$ cat src/rtl/dvv_spi_slave_rsp.sv
// SPI slave responder: oversamples SCK/CS_N/MOSI on clk, shifts WIDTH-bit words MSB-first and
// feeds MISO from a one-entry transmit holding buffer.
module dvv_spi_slave_rsp #(
   parameter int unsigned      WIDTH   = 8,
   parameter bit               CPOL    = 1'b0,
   parameter bit               CPHA    = 1'b0,
   parameter logic [WIDTH-1:0] TX_IDLE = '1
) (
   input  logic             clk,
   input  logic             resetn,
   input  logic             spi_sck,
   input  logic             spi_cs_n,
   input  logic             spi_mosi,
   output logic             spi_miso,
   output logic             spi_miso_oe,
   input  logic [WIDTH-1:0] tx_data,
   input  logic             tx_valid,
   output logic             tx_ready,
   output logic             tx_underrun,
   output logic [WIDTH-1:0] rx_data,
   output logic             rx_valid,
   output logic             rx_abort,
   output logic             busy
);

   localparam int unsigned   CW       = (WIDTH > 2) ? $clog2(WIDTH) : 1;
   localparam logic [CW-1:0] LAST     = CW'(WIDTH - 1);
   localparam logic [0:0]    ST_IDLE  = 1'b0;
   localparam logic [0:0]    ST_SHIFT = 1'b1;

   // [0] first sync stage, [1] synchronised value, [2] previous value for edge detection
   logic [2:0] sck_q, cs_q, mosi_q;

   always_ff @(posedge clk or negedge resetn) begin
      if (!resetn) begin
         sck_q  <= {3{CPOL}};
         cs_q   <= 3'b111;
         mosi_q <= 3'b000;
      end else begin
         sck_q  <= {sck_q[1:0], spi_sck};
         cs_q   <= {cs_q[1:0], spi_cs_n};
         mosi_q <= {mosi_q[1:0], spi_mosi};
      end
   end

   logic sck_rise, sck_fall, lead, trail, sample_edge, shift_edge, cs_fall, cs_rise, mosi_sync;

   assign sck_rise    = sck_q[1] & ~sck_q[2];
   assign sck_fall    = ~sck_q[1] & sck_q[2];
   assign lead        = CPOL ? sck_fall : sck_rise;
   assign trail       = CPOL ? sck_rise : sck_fall;
   assign sample_edge = CPHA ? trail : lead;
   assign shift_edge  = CPHA ? lead : trail;
   assign cs_fall     = ~cs_q[1] & cs_q[2];
   assign cs_rise     = cs_q[1] & ~cs_q[2];
   assign mosi_sync   = mosi_q[1];

   logic [0:0]       state_q, state_d;
   logic [CW-1:0]    bit_cnt_q, bit_cnt_d;
   logic [WIDTH-1:0] rx_shift_q, rx_shift_d;
   logic [WIDTH-1:0] rx_data_q, rx_data_d;
   logic [WIDTH-1:0] tx_shift_q, tx_shift_d;
   logic [WIDTH-1:0] buf_q, buf_d;
   logic             buf_full_q, buf_full_d;
   logic             rx_valid_q, rx_valid_d;
   logic             rx_abort_q, rx_abort_d;
   logic             tx_underrun_q, tx_underrun_d;
   logic             load;

   always_comb begin
      state_d       = state_q;
      bit_cnt_d     = bit_cnt_q;
      rx_shift_d    = rx_shift_q;
      rx_data_d     = rx_data_q;
      tx_shift_d    = tx_shift_q;
      buf_d         = buf_q;
      buf_full_d    = buf_full_q;
      rx_valid_d    = 1'b0;
      rx_abort_d    = 1'b0;
      tx_underrun_d = 1'b0;
      load          = 1'b0;

      case (state_q)
         ST_IDLE: begin
            if (cs_fall) begin
               state_d   = ST_SHIFT;
               bit_cnt_d = '0;
               load      = ~CPHA;
            end
         end
         ST_SHIFT: begin
            if (sample_edge) begin
               rx_shift_d = {rx_shift_q[WIDTH-2:0], mosi_sync};
               if (bit_cnt_q == LAST) begin
                  rx_data_d  = rx_shift_d;
                  rx_valid_d = 1'b1;
                  bit_cnt_d  = '0;
               end else begin
                  bit_cnt_d = bit_cnt_q + CW'(1);
               end
            end
            // A final sample coinciding with the CS_N rise has already cleared bit_cnt_d.
            if (cs_rise) begin
               state_d    = ST_IDLE;
               rx_abort_d = (bit_cnt_d != '0);
               bit_cnt_d  = '0;
            end else if (shift_edge) begin
               if (bit_cnt_q == '0) begin
                  load = 1'b1;
               end else begin
                  tx_shift_d = {tx_shift_q[WIDTH-2:0], 1'b0};
               end
            end
         end
         default: state_d = ST_IDLE;
      endcase

      if (load) begin
         if (buf_full_q) begin
            tx_shift_d = buf_q;
            buf_full_d = 1'b0;
         end else begin
            tx_shift_d    = TX_IDLE;
            tx_underrun_d = 1'b1;
         end
      end

      // Only accepted while empty, so it never collides with a load that drains the buffer.
      if (tx_valid && !buf_full_q) begin
         buf_d      = tx_data;
         buf_full_d = 1'b1;
      end
   end

   always_ff @(posedge clk or negedge resetn) begin
      if (!resetn) begin
         state_q       <= ST_IDLE;
         bit_cnt_q     <= '0;
         rx_shift_q    <= '0;
         rx_data_q     <= '0;
         tx_shift_q    <= '0;
         buf_q         <= '0;
         buf_full_q    <= 1'b0;
         rx_valid_q    <= 1'b0;
         rx_abort_q    <= 1'b0;
         tx_underrun_q <= 1'b0;
      end else begin
         state_q       <= state_d;
         bit_cnt_q     <= bit_cnt_d;
         rx_shift_q    <= rx_shift_d;
         rx_data_q     <= rx_data_d;
         tx_shift_q    <= tx_shift_d;
         buf_q         <= buf_d;
         buf_full_q    <= buf_full_d;
         rx_valid_q    <= rx_valid_d;
         rx_abort_q    <= rx_abort_d;
         tx_underrun_q <= tx_underrun_d;
      end
   end

   assign busy        = (state_q == ST_SHIFT);
   assign spi_miso_oe = busy;
   assign spi_miso    = tx_shift_q[WIDTH-1];
   assign tx_ready    = ~buf_full_q;
   assign tx_underrun = tx_underrun_q;
   assign rx_data     = rx_data_q;
   assign rx_valid    = rx_valid_q;
   assign rx_abort    = rx_abort_q;

endmodule

$ cat config.mk
export PLATFORM = sky130hd
export DESIGN_NAME = dvv_spi_slave_rsp
export DESIGN_NICKNAME = d
export VERILOG_FILES = /design/src/rtl/dvv_spi_slave_rsp.sv
export SDC_FILE = /design/constraint.sdc
export NUM_CORES = 1
export LEC_CHECK = 0
export BUFFER_PORTS_ARGS = -buffer_cell sky130_fd_sc_hd__clkbuf_2
export CAP_MARGIN = 15
export CORE_ASPECT_RATIO = 1.2
export CORE_MARGIN = 2
export CORE_UTILIZATION = 30
export CTS_CLUSTER_DIAMETER = 120
export DETAILED_ROUTE_END_ITERATION = 8
export SLEW_MARGIN = 25
export SYNTH_ARGS = -nofsm -noshare
export SYNTH_HDL_FRONTEND = slang
export SYNTH_SLANG_ARGS = --single-unit
$ cat constraint.sdc
create_clock -name clk -period 1.96 [get_ports clk]
set_clock_uncertainty 0.1 [all_clocks]
set_input_delay 0.294 -clock clk [delete_from_list [all_inputs] [get_ports clk]]
set_output_delay 0.294 -clock clk [all_outputs]
set_load 0.005 [all_outputs]
==> reports/metrics.csv <==
metric,value,unit
status,finished clean,
cp_top_family,flip-flops,
die_x,80.8,um
pwr-share-clk,29.5,%
setup_slack,0.167,ns
critPathCaptureType,register,
drt_iter0_drc,123,
start_util,31.0,%
grt_pass1_vias,1431,
dp_cells,277,
switching_share,27.6,%
place_ws,0.192,ns
clk-insertion-delay-late,0.30,ns
rows,33,
area_growth,21.2,%
htree_levels,2,
timing.final.crit_share,91.5,%
yosys.area.top_type,dfrtp_1,
finalSetupViolCount,0,
dr.pass1.iters,6,
syn_nets,182,
nets,219,
startpoint,bit_cnt_q[0],
vias_per_cell,5.00,
cts.sinks,47,
grt_pass1_wl,6.92,mm
clk_pin_slew,0.09,ns
crit_buf_inv,2,
layout_min_cycle_time,1.79,ns
place_congestion,0.823,
pwr-share-comb,21.9,%
place_area,2370,sq um
hold_path.class,in2reg,
min_from,tx_data[6],
worstPathArrival,1.89,ns
cts_tree,yes,
finalHoldViolations,0,
p_sw,780,uW
critPathKind,reg2reg,
peakVddDrop,0.609,mV
avgSynthCellArea,12.9,sq um
die_y,96.1,um
final_common_cell,dfrtp_1,
rr_startpoint,bit_cnt_q[0],
dr_total_vias,1451,
drive_gt1_share,41.4,%
rsz0062_at_grt,no,
syn_inst,165,
synth_area_leaders,"dfrtp_1 (52%), mux2_2 (12%), o41ai_2 (5.4%)",
clockBufferDepth,2,
finalPower,2.83,mW
routed_wl,4.07,mm
fin_area,2570,sq um
synth_warnings,0,
power_density,1100,nW/um^2
cts_inserted_buffers,5,
die-area,7760,sq um
crit_fanout,5,
tns,0,ns
required,2.06,ns
cap_violations,0,
ctsRootBufferMaster,clkbuf_8,
synth-seq-cells,47,
grt.total_usage,11.6,%
post_cts.repair.setup_buffers,0,
finalNonFillerCells,290,
ios,29,
n_antenna_cell,0,
drv_slew,0,
seq_area_frac_synth,55.6,%
cpPeakStageDelay,0.43,ns
holdWs,0.123,ns
reg2reg_slack,0.17,ns
leakagePower,1.17,nW
antenna_left,0,
pwr-share-seq,48.6,%
detail_route.wl_per_cell,14.0,um
start_kind,register,
fp.coreArea,6850,sq um
synth_top_area_share,51.9,%
synth.distinct_cells,34,
final_cell_mix,"dfrtp_1 (44), clkbuf_2 (28), mux2_2 (23)",
fillers,713,
drc,0,
path_cells,inv_1 -> ha_1 -> nor4bb_4 -> clkdlybuf4s15_2 -> nor3_1 -> o41ai_2,
syn_area,2120,sq um
maxSlewHeadroom,61.2,%
port_buffers,28,
grt_overflow,0,
slowest_stage,dfrtp_1,
final_util,37.5,%
grt_max_degree,48,
internal-power,2.05,mW
dp_hpwl,2.88,mm
worst_pin_slew,0.583,ns
antenna_found_initial,0,
fmax,558,MHz
[worst paths after layout]
kind,end,cells past startpoint
setup / recovery,tx_shift_q[5],6
hold / removal,buf_q[6],2
setup reg to reg,tx_shift_q[5],6
hold reg to reg,cs_q[1],0
max in group asynchronous,rx_data[6],3
min in group asynchronous,tx_underrun,3
[cell type report]
| cell class | count | area, sq um | area share, % |
|---|---|---|---|
| flip-flops and latches | 47 | 1180 | 45.9 |
| multi-input cells | 98 | 855 | 33.2 |
| repair buffers | 43 | 267 | 10.4 |
| well taps | 87 | 109 | 4.23 |
| clock buffers | 5 | 68.8 | 2.68 |
| clock inverters | 3 | 67.6 | 2.63 |
| inverters | 7 | 26.3 | 1.02 |
[sequential cells by signal, summed over array words and instances, names as in the netlist, 2 cells and up]
register and flops:
rx_data 8, buf_q 8, rx_shift_q 7, tx_shift_q 8, cs_q 3, mosi_q 2, sck_q 3, bit_cnt_q 3
[synthesized netlist by cell type]
library cell	number
nand2_1	1
nand3_1	2
o21ai_0	4
a21boi_0	1
mux2_2	23
inv_2	1
o211ai_1	2
dfstp_2	3
nand4b_1	1
dfrtp_1	44
and3b_1	1
and3_4	1
buf_2	1
nand4_1	8
o41ai_2	7
nor3_1	8
a311oi_1	1
a22oi_1	1
nor2b_1	3
nand2b_1	5
nand4bb_1	1
inv_1	6
buf_4	1
nor4bb_1	1
o31a_1	2
or2_2	1
or3b_1	1
buf_6	3
ha_1	3
o22ai_1	1
clkbuf_1	8
nor2_1	2
a211oi_1	14
a21oi_1	3
[per-layer routing]
layer  GRT usage (%)  vias up  routed length (um)
li1                -      693                   -
met1            13.7      722                1720
met2            19.6       28                2060
met3            3.66        8                 216
met4            4.80        0                  68
met5               0        -                   0
[power by group through the flow]
stage / clock (mW) / sequential (mW) / combinational, mW
after global placement: 0 / 1.39 / 0.601
after CTS: 0.861 / 1.37 / 0.623
after detailed placement: 0 / 1.39 / 0.614
after global routing: 0.897 / 1.41 / 0.698
final: 0.835 / 1.37 / 0.619
after floorplan: 0 / 1.34 / 0.482
[logic make-up (layout without fill, tap and decap cells)]
family,count (synthesis),after routing,synth area share (%)
AO/OA/AOI/OAI,36,36,14.9
flip-flops,47,47,55.6
multiplexers,23,23,12.2
AND/OR/NAND/NOR,36,36,10.7
buffers and inverters,20,58,4.83
adder cells (fa/ha/maj),3,3,1.77
[repair_timing]
item | CTS | global route
endpoints found under the setup margin | 0 | 3
hold buffers | 4 | 0
endpoints found under the hold margin | 21 | 0
resized for setup | 0 | 2
Note: power is estimated with default switching activity, not from simulation.
